===== src/rtl/mag_sq_feeder_pkg.sv =====
// mag_sq_pkg: shared FSM state type and sqrt-interface widths for the magnitude-squared feeder
package mag_sq_pkg;
  typedef enum logic [2:0] {IDLE, SQ_RE, SQ_IM, SCALE, ISSUE, WAIT_DONE} state_t;
  localparam int SQ_W = 8;
  localparam int ROOT_W = 4;
  localparam int SAT_MAX = 255;
endpackage


===== src/rtl/mag_sq_feeder_if.sv =====
// mag_sq_feeder_if: bin input handshake, sqrt go/done link and tagged magnitude output; master=upstream/sqrt side, slave=feeder
interface mag_sq_feeder_if #(parameter int IN_W = 8, parameter int IDX_W = 7);
  import mag_sq_pkg::*;
  logic in_valid;
  logic in_ready;
  logic signed [IN_W-1:0] in_re;
  logic signed [IN_W-1:0] in_im;
  logic [IDX_W-1:0] in_idx;
  logic sq_go;
  logic [SQ_W-1:0] sq_sw;
  logic sq_done;
  logic [ROOT_W-1:0] sq_root;
  logic mag_valid;
  logic [ROOT_W-1:0] mag_out;
  logic [IDX_W-1:0] mag_idx;
  modport master(output in_valid, in_re, in_im, in_idx, sq_done, sq_root, input in_ready, sq_go, sq_sw, mag_valid, mag_out, mag_idx);
  modport slave(input in_valid, in_re, in_im, in_idx, sq_done, sq_root, output in_ready, sq_go, sq_sw, mag_valid, mag_out, mag_idx);
endinterface


===== src/rtl/mag_sq_feeder_sq.sv =====
// sq_shift_add: serial unsigned squarer, one multiplier bit per cycle over IN_W cycles; i_start cycle performs step 0 from i_a/i_acc, o_done marks the last step
module sq_shift_add #(
  parameter int IN_W = 8,
  localparam int AW = 2 * IN_W + 1,
  localparam int CW = $clog2(IN_W + 1)
) (
  input  logic            clk,
  input  logic            clr_n,
  input  logic            i_start,
  input  logic [IN_W-1:0] i_a,
  input  logic [AW-1:0]   i_acc,
  output logic [AW-1:0]   o_acc,
  output logic            o_busy,
  output logic            o_done
);
  logic [IN_W-1:0] r_a, r_b, w_a, w_b;
  logic [CW-1:0] r_cnt, w_k;
  logic [AW-1:0] r_acc, w_base, w_add;
  logic r_busy, w_en;
  always_comb begin
    w_a = i_start ? i_a : r_a;
    w_b = i_start ? i_a : r_b;
    w_k = i_start ? '0 : r_cnt;
    w_base = i_start ? i_acc : r_acc;
    w_add = w_b[0] ? (AW'(w_a) << w_k) : '0;
  end
  assign w_en = i_start | r_busy;
  assign o_done = w_en & (w_k == CW'(IN_W - 1));
  assign o_busy = r_busy;
  assign o_acc = r_acc;
  always_ff @(posedge clk or negedge clr_n)
    if (!clr_n) begin
      r_a <= '0;
      r_b <= '0;
      r_cnt <= '0;
      r_busy <= 1'b0;
      r_acc <= '0;
    end else if (w_en) begin
      r_a <= w_a;
      r_b <= w_b >> 1;
      r_cnt <= w_k + 1'b1;
      r_busy <= ~o_done;
      r_acc <= w_base + w_add;
    end
endmodule


===== src/rtl/mag_sq_feeder.sv =====
// mag_sq_feeder: re^2+im^2 via one reused serial squarer, scaled/saturated to 8 bits, handed to sqrt (go/done), 4-bit magnitude returned with bin tag; ports clk, clr_n, bus (slave)
module mag_sq_feeder import mag_sq_pkg::*; #(
  parameter int IN_W = 8,
  parameter int SHIFT = 7,
  parameter int IDX_W = 7
) (
  input logic clk,
  input logic clr_n,
  mag_sq_feeder_if.slave bus
);
  localparam int AW = 2 * IN_W + 1;
  state_t r_state;
  logic [IN_W-1:0] r_re, r_im, w_abs_re, w_abs_im, w_a;
  logic [IDX_W-1:0] r_idx;
  logic [AW-1:0] w_acc, w_acc_in, w_sh;
  logic [SQ_W-1:0] w_sat;
  logic w_start, w_busy, w_done;
  always_comb begin
    w_abs_re = bus.in_re[IN_W-1] ? IN_W'(-bus.in_re) : IN_W'(bus.in_re);
    w_abs_im = bus.in_im[IN_W-1] ? IN_W'(-bus.in_im) : IN_W'(bus.in_im);
    w_start = (r_state == SQ_RE || r_state == SQ_IM) && !w_busy;
    w_a = (r_state == SQ_RE) ? r_re : r_im;
    w_acc_in = (r_state == SQ_RE) ? '0 : w_acc;
    w_sh = w_acc >> SHIFT;
    w_sat = (w_sh > AW'(SAT_MAX)) ? SQ_W'(SAT_MAX) : w_sh[SQ_W-1:0];
  end
  sq_shift_add #(.IN_W(IN_W)) u_sq (
    .clk(clk), .clr_n(clr_n), .i_start(w_start), .i_a(w_a), .i_acc(w_acc_in),
    .o_acc(w_acc), .o_busy(w_busy), .o_done(w_done)
  );
  always_ff @(posedge clk or negedge clr_n)
    if (!clr_n) begin
      r_state <= IDLE;
      r_re <= '0;
      r_im <= '0;
      r_idx <= '0;
      bus.in_ready <= 1'b1;
      bus.sq_go <= 1'b0;
      bus.sq_sw <= '0;
      bus.mag_valid <= 1'b0;
      bus.mag_out <= '0;
      bus.mag_idx <= '0;
    end else begin
      bus.mag_valid <= 1'b0;
      case (r_state)
        IDLE: if (bus.in_valid) begin
          r_re <= w_abs_re;
          r_im <= w_abs_im;
          r_idx <= bus.in_idx;
          bus.in_ready <= 1'b0;
          r_state <= SQ_RE;
        end
        SQ_RE: if (w_done) r_state <= SQ_IM;
        SQ_IM: if (w_done) r_state <= SCALE;
        SCALE: begin
          bus.sq_sw <= w_sat;
          bus.sq_go <= 1'b1;
          r_state <= ISSUE;
        end
        ISSUE: begin
          bus.sq_go <= 1'b0;
          r_state <= WAIT_DONE;
        end
        WAIT_DONE: if (bus.sq_done) begin
          bus.mag_out <= bus.sq_root;
          bus.mag_idx <= r_idx;
          bus.mag_valid <= 1'b1;
          bus.in_ready <= 1'b1;
          r_state <= IDLE;
        end
        default: r_state <= IDLE;
      endcase
    end
endmodule


===== src/flat_wrapper.sv =====
// flat-port wrapper written by rule: the top's interface ports become plain ports
module mag_sq_feeder_flat import mag_sq_pkg::*;
#(
  parameter int IN_W = 8,
  parameter int SHIFT = 7,
  parameter int IDX_W = 7
)
  (clk, clr_n, bus_in_valid, bus_in_re, bus_in_im, bus_in_idx, bus_sq_done, bus_sq_root, bus_in_ready, bus_sq_go, bus_sq_sw, bus_mag_valid, bus_mag_out, bus_mag_idx);
  mag_sq_feeder_if #(.IN_W(IN_W), .IDX_W(IDX_W)) bus_i ();
  input logic clk;
  input logic clr_n;
  input wire logic [$bits(bus_i.in_valid)-1:0] bus_in_valid;
  input wire logic [$bits(bus_i.in_re)-1:0] bus_in_re;
  input wire logic [$bits(bus_i.in_im)-1:0] bus_in_im;
  input wire logic [$bits(bus_i.in_idx)-1:0] bus_in_idx;
  input wire logic [$bits(bus_i.sq_done)-1:0] bus_sq_done;
  input wire logic [$bits(bus_i.sq_root)-1:0] bus_sq_root;
  output wire logic [$bits(bus_i.in_ready)-1:0] bus_in_ready;
  output wire logic [$bits(bus_i.sq_go)-1:0] bus_sq_go;
  output wire logic [$bits(bus_i.sq_sw)-1:0] bus_sq_sw;
  output wire logic [$bits(bus_i.mag_valid)-1:0] bus_mag_valid;
  output wire logic [$bits(bus_i.mag_out)-1:0] bus_mag_out;
  output wire logic [$bits(bus_i.mag_idx)-1:0] bus_mag_idx;
  assign bus_i.in_valid = bus_in_valid;
  assign bus_i.in_re = bus_in_re;
  assign bus_i.in_im = bus_in_im;
  assign bus_i.in_idx = bus_in_idx;
  assign bus_i.sq_done = bus_sq_done;
  assign bus_i.sq_root = bus_sq_root;
  assign bus_in_ready = bus_i.in_ready;
  assign bus_sq_go = bus_i.sq_go;
  assign bus_sq_sw = bus_i.sq_sw;
  assign bus_mag_valid = bus_i.mag_valid;
  assign bus_mag_out = bus_i.mag_out;
  assign bus_mag_idx = bus_i.mag_idx;
  mag_sq_feeder #(.IN_W(IN_W), .SHIFT(SHIFT), .IDX_W(IDX_W)) u_core (.clk(clk), .clr_n(clr_n), .bus(bus_i));
endmodule

===== config.mk =====
export PLATFORM = sky130hd
export DESIGN_NAME = mag_sq_feeder_flat
export DESIGN_NICKNAME = d
export VERILOG_FILES = /design/src/rtl/mag_sq_feeder_pkg.sv /design/src/rtl/mag_sq_feeder_if.sv /design/src/rtl/mag_sq_feeder_sq.sv /design/src/rtl/mag_sq_feeder.sv /design/src/flat_wrapper.sv
export SDC_FILE = /design/constraint.sdc
export NUM_CORES = 1
export LEC_CHECK = 0
export ABC_AREA = 1
export BUFFER_PORTS_ARGS = -buffer_cell sky130_fd_sc_hd__buf_2
export CAP_MARGIN = 20
export CORE_UTILIZATION = 60
export DETAILED_ROUTE_END_ITERATION = 16
export GPL_TIMING_DRIVEN = 0
export PLACE_DENSITY = 0.81
export SLEW_MARGIN = 5
export SYNTH_ARGS = -nofsm -noshare
export SYNTH_HDL_FRONTEND = slang
export SYNTH_SLANG_ARGS = --single-unit

===== constraint.sdc =====
create_clock -name clk -period 6.1 [get_ports clk]
set_input_delay 0.305 -clock clk [delete_from_list [all_inputs] [get_ports clk]]
set_output_delay 0.305 -clock clk [all_outputs]
set_load 0.05 [all_outputs]

==> reports/qor.txt <==
Initial antenna violation count -> 0
Synthesized flop and latch total -> 85
Setup WS pre-CTS -> 1.97 ns
Leakage -> 0.00296 uW
Area growth from synthesis to layout -> 12.3%
CP required -> 6.32 ns
Filler instances -> 659
Max IR drop VDD -> 0.246 mV
Worst Clk Skew -> 0.0191 ns
Drt drc -> 0
Initial core utilization -> 0.631
CTS-repair resized insts -> 0
Critical path launch point type -> register
Syn Std Cell Area -> 0.00495 sq mm
Top cells by area, synth -> dfrtp_1 (42%), nand2_1 (16%), o21ai_0 (6.4%), nor2_1 (5.0%), inv_1 (4.9%)
Core Rows -> 32
Congestion Overflow GR -> 0
Worst setup margin -> 1.93 ns
Run status -> finished, final reports clean
Logic pwr share -> 0.581
Core Footprint -> 0.00785 sq mm
Synth cell count leaders -> nand2_1 (206), dfrtp_1 (84), nor2_1 (66)
Drt total wl -> 12200 microns
Synth Flop Type -> dfrtp_1
Clock power share -> 0.118
Ant diodes -> 0
Share of power burned in registers -> 0.301
# setup viols final -> 0
GRT Total Usage -> 0.305
Cts bufs inserted -> 9
Slew @ Worst Pin -> 0.723 ns
YS warnings -> 0
Crit path max fanout -> 10
Die area -> 0.00861 sq mm
Period utilization -> 0.684
Synth Area per Inst -> 7.42 sq um
Die H -> 92.8 microns
CTS tree -> done
Mapped Cells -> 667
Max Fclk -> 0.240 GHz
H-Tree Depth -> 3
Vias in the first global route -> 4453
CTS clk-pin slew, worst paths -> 0.10 ns
Synth area leader -> dfrtp_1
Setup TNS -> 0 ns
Post-synth net total -> 718
Post-synth top area share -> 0.425
Final Wtd Congestion -> 0.929
Slew headroom -> 0.516
Die Wd -> 92.8 microns
Routed wire length per instance -> 14.5 microns
Hpwl dp -> 9220 microns
Final hold viol count -> 0
Pint -> 1570 uW
Worst Path Arrival -> 4.39 ns
PortBufs -> 52
IO Pins -> 53
Share of cells above drive strength 1 -> 0.119
Largest net degree at the start of global routing -> 61
Reg2Reg Depth -> 18
Kind of critical path -> register to register
Antenna Nets Post-Route -> 0
Worst Hold Class -> input port to register
Clk_lat worst skew -> 0.36 ns
Cell depth of the worst hold path -> 3
NumNets Final -> 783
Post-synth EDFFs -> 0
Synth async-reset ratio -> 1.00
Drt first pass iters -> 5
DR vias/cell -> 5.50
Multi-input logic area -> 0.00247 sq mm
Final min period -> 4.17 ns
Max Cap Violations -> 0
Seq/Total Area, Yosys -> 0.430
Power Density -> 580 mW/mm^2
Count of different cell masters after synthesis -> 40
P_sw -> 1650 uW
DR vias -> 4617
CTS Root Cell -> clkbuf_8
Setup crit end kind -> register
Final slew viol count -> 0
First-pass GRT wire length -> 20500 microns
Detailed router's first-iteration violation count -> 277
Top-count cell post-synth -> nand2_1
Storage cell area -> 0.00213 sq mm
Sw frac -> 0.513
Clock Sinks -> 85
RSZ-0062 raised after global routing -> no
Clk buf depth -> 2
## critical path, cell delays in order, from the launching register on
cell and delay [ns]:
dfrtp_1 0.44, inv_2 0.20, nand3_1 0.19, buf_6 0.19, nor2_1 0.55, clkbuf_1 0.48, nor2_1 0.16, fa_1 0.46
nand2_1 0.10, nand2_1 0.06, o21ai_0 0.12, o21ai_0 0.24, nand2_1 0.11, nand2_1 0.13, nand2_1 0.09, nand2_1 0.06
or2_2 0.28, nand3_1 0.07, o21ai_0 0.09
## per-layer routing
| layer | part of all wire | up-vias | routed length [microns] | global-route usage |
|---|---|---|---|---|
| li1 | - | 2303 | - | - |
| met1 | 0.48 | 2184 | 5850 | 0.430 |
| met2 | 0.47 | 113 | 5690 | 0.496 |
| met3 | 0.037 | 17 | 449 | 0.0411 |
| met4 | 0.015 | 0 | 177 | 0.0821 |
| met5 | 0 | - | 0 | 0 |
## power groups by stage
stage | Combinational [uW] | Clock, uW | Sequential, uW
after floorplan | 1200 | 0 | 1170
after global placement | 1800 | 0 | 965
after detailed placement | 1850 | 0 | 973
after CTS | 1860 | 385 | 964
after global routing | 2120 | 402 | 993
final | 1870 | 380 | 969
## timing repair
item                                    CTS  global route
endpoints found under the setup margin    0             0
endpoints found under the hold margin    25             0
setup buffers                             0             0
hold buffers                              1             0
## placed cells by master (no fill, tap or decap), types with 2 or more instances in the layout
cell,instances
nand2_1,206
dfrtp_1,84
nor2_1,66
inv_1,64
o21ai_0,63
buf_2,52
nand3_1,36
a21oi_1,26
ha_1,19
clkbuf_1,14
xor2_1,10
clkbuf_8,9
o21ai_1,8
a31oi_1,7
or2_2,7
nor3_1,7
xnor2_1,7
o211ai_1,5
buf_4,4
nand4_1,4
inv_6,4
inv_2,3
a211oi_1,3
o31ai_1,3
a21o_1,3
clkinv_1,2
a221oi_1,2
## path summary, 6_finish.rpt
kind,startpoint,end,slack (ns)
setup / recovery,u_core.r_state[2],u_core.u_sq.o_acc[10],1.93
hold / removal,bus_in_idx[2],u_core.r_idx[2],0.13
setup reg to reg,u_core.r_state[2],u_core.u_sq.o_acc[10],1.93
hold reg to reg,u_core.bus.mag_idx[6],u_core.bus.mag_idx[6],0.47
max in group asynchronous,clr_n,u_core.bus.in_ready,5.05
min in group asynchronous,clr_n,u_core.bus.mag_out[3],0.40
## metrics by stage
| stage | instances | cell area [sq um] | utilization | total power (uW) | hold slack (ns) |
|---|---|---|---|---|---|
| 2_1_floorplan | 667 | 4950 | - | 2370 | 0.00941 |
| 3_3_place_gp | 821 | 5340 | 0.680 | 2770 | 0.448 |
| 3_5_place_dp | 822 | 5370 | 0.684 | 2820 | 0.249 |
| 4_1_cts | 839 | 5560 | 0.708 | 3210 | 0.118 |
| 5_1_grt | 839 | 5560 | 0.708 | 3510 | 0.139 |
| 6_report | 839 | 5560 | 0.708 | 3220 | 0.133 |
## cell type report
type | instances | area share
sequential | 85 | 0.383
timing repair buffer | 54 | 0.0541
inverter | 69 | 0.0466
tap | 102 | 0.0230
clock inverter | 6 | 0.00923
buffer | 18 | 0.0158
clock buffer | 10 | 0.0230
multi-input combinational | 495 | 0.445
## state kept, by name (all words and copies together) (netlist names), 3 cells and up
| register | cells |
|---|---|
| u_core.bus.mag_out | 4 |
| u_core.u_sq.o_acc | 17 |
| u_core.u_sq.r_a | 8 |
| u_core.r_state | 3 |
| u_core.r_im | 8 |
| u_core.bus.mag_idx | 7 |
| u_core.u_sq.r_b | 7 |
| u_core.u_sq.r_cnt | 4 |
| u_core.bus.sq_sw | 8 |
| u_core.r_re | 8 |
| u_core.r_idx | 7 |
## kinds of logic (layout without fill, tap and decap cells)
group	Yosys count	after routing	share of synthesized area
compound gates	127	127	0.143
xor+xnor	17	17	0.0301
fa+ha+maj	20	20	0.0521
buf+inv	87	157	0.0700
flops	85	85	0.430
mux	1	1	0.00202
simple gates	330	330	0.273
Note: power is estimated with default switching activity, not from simulation.
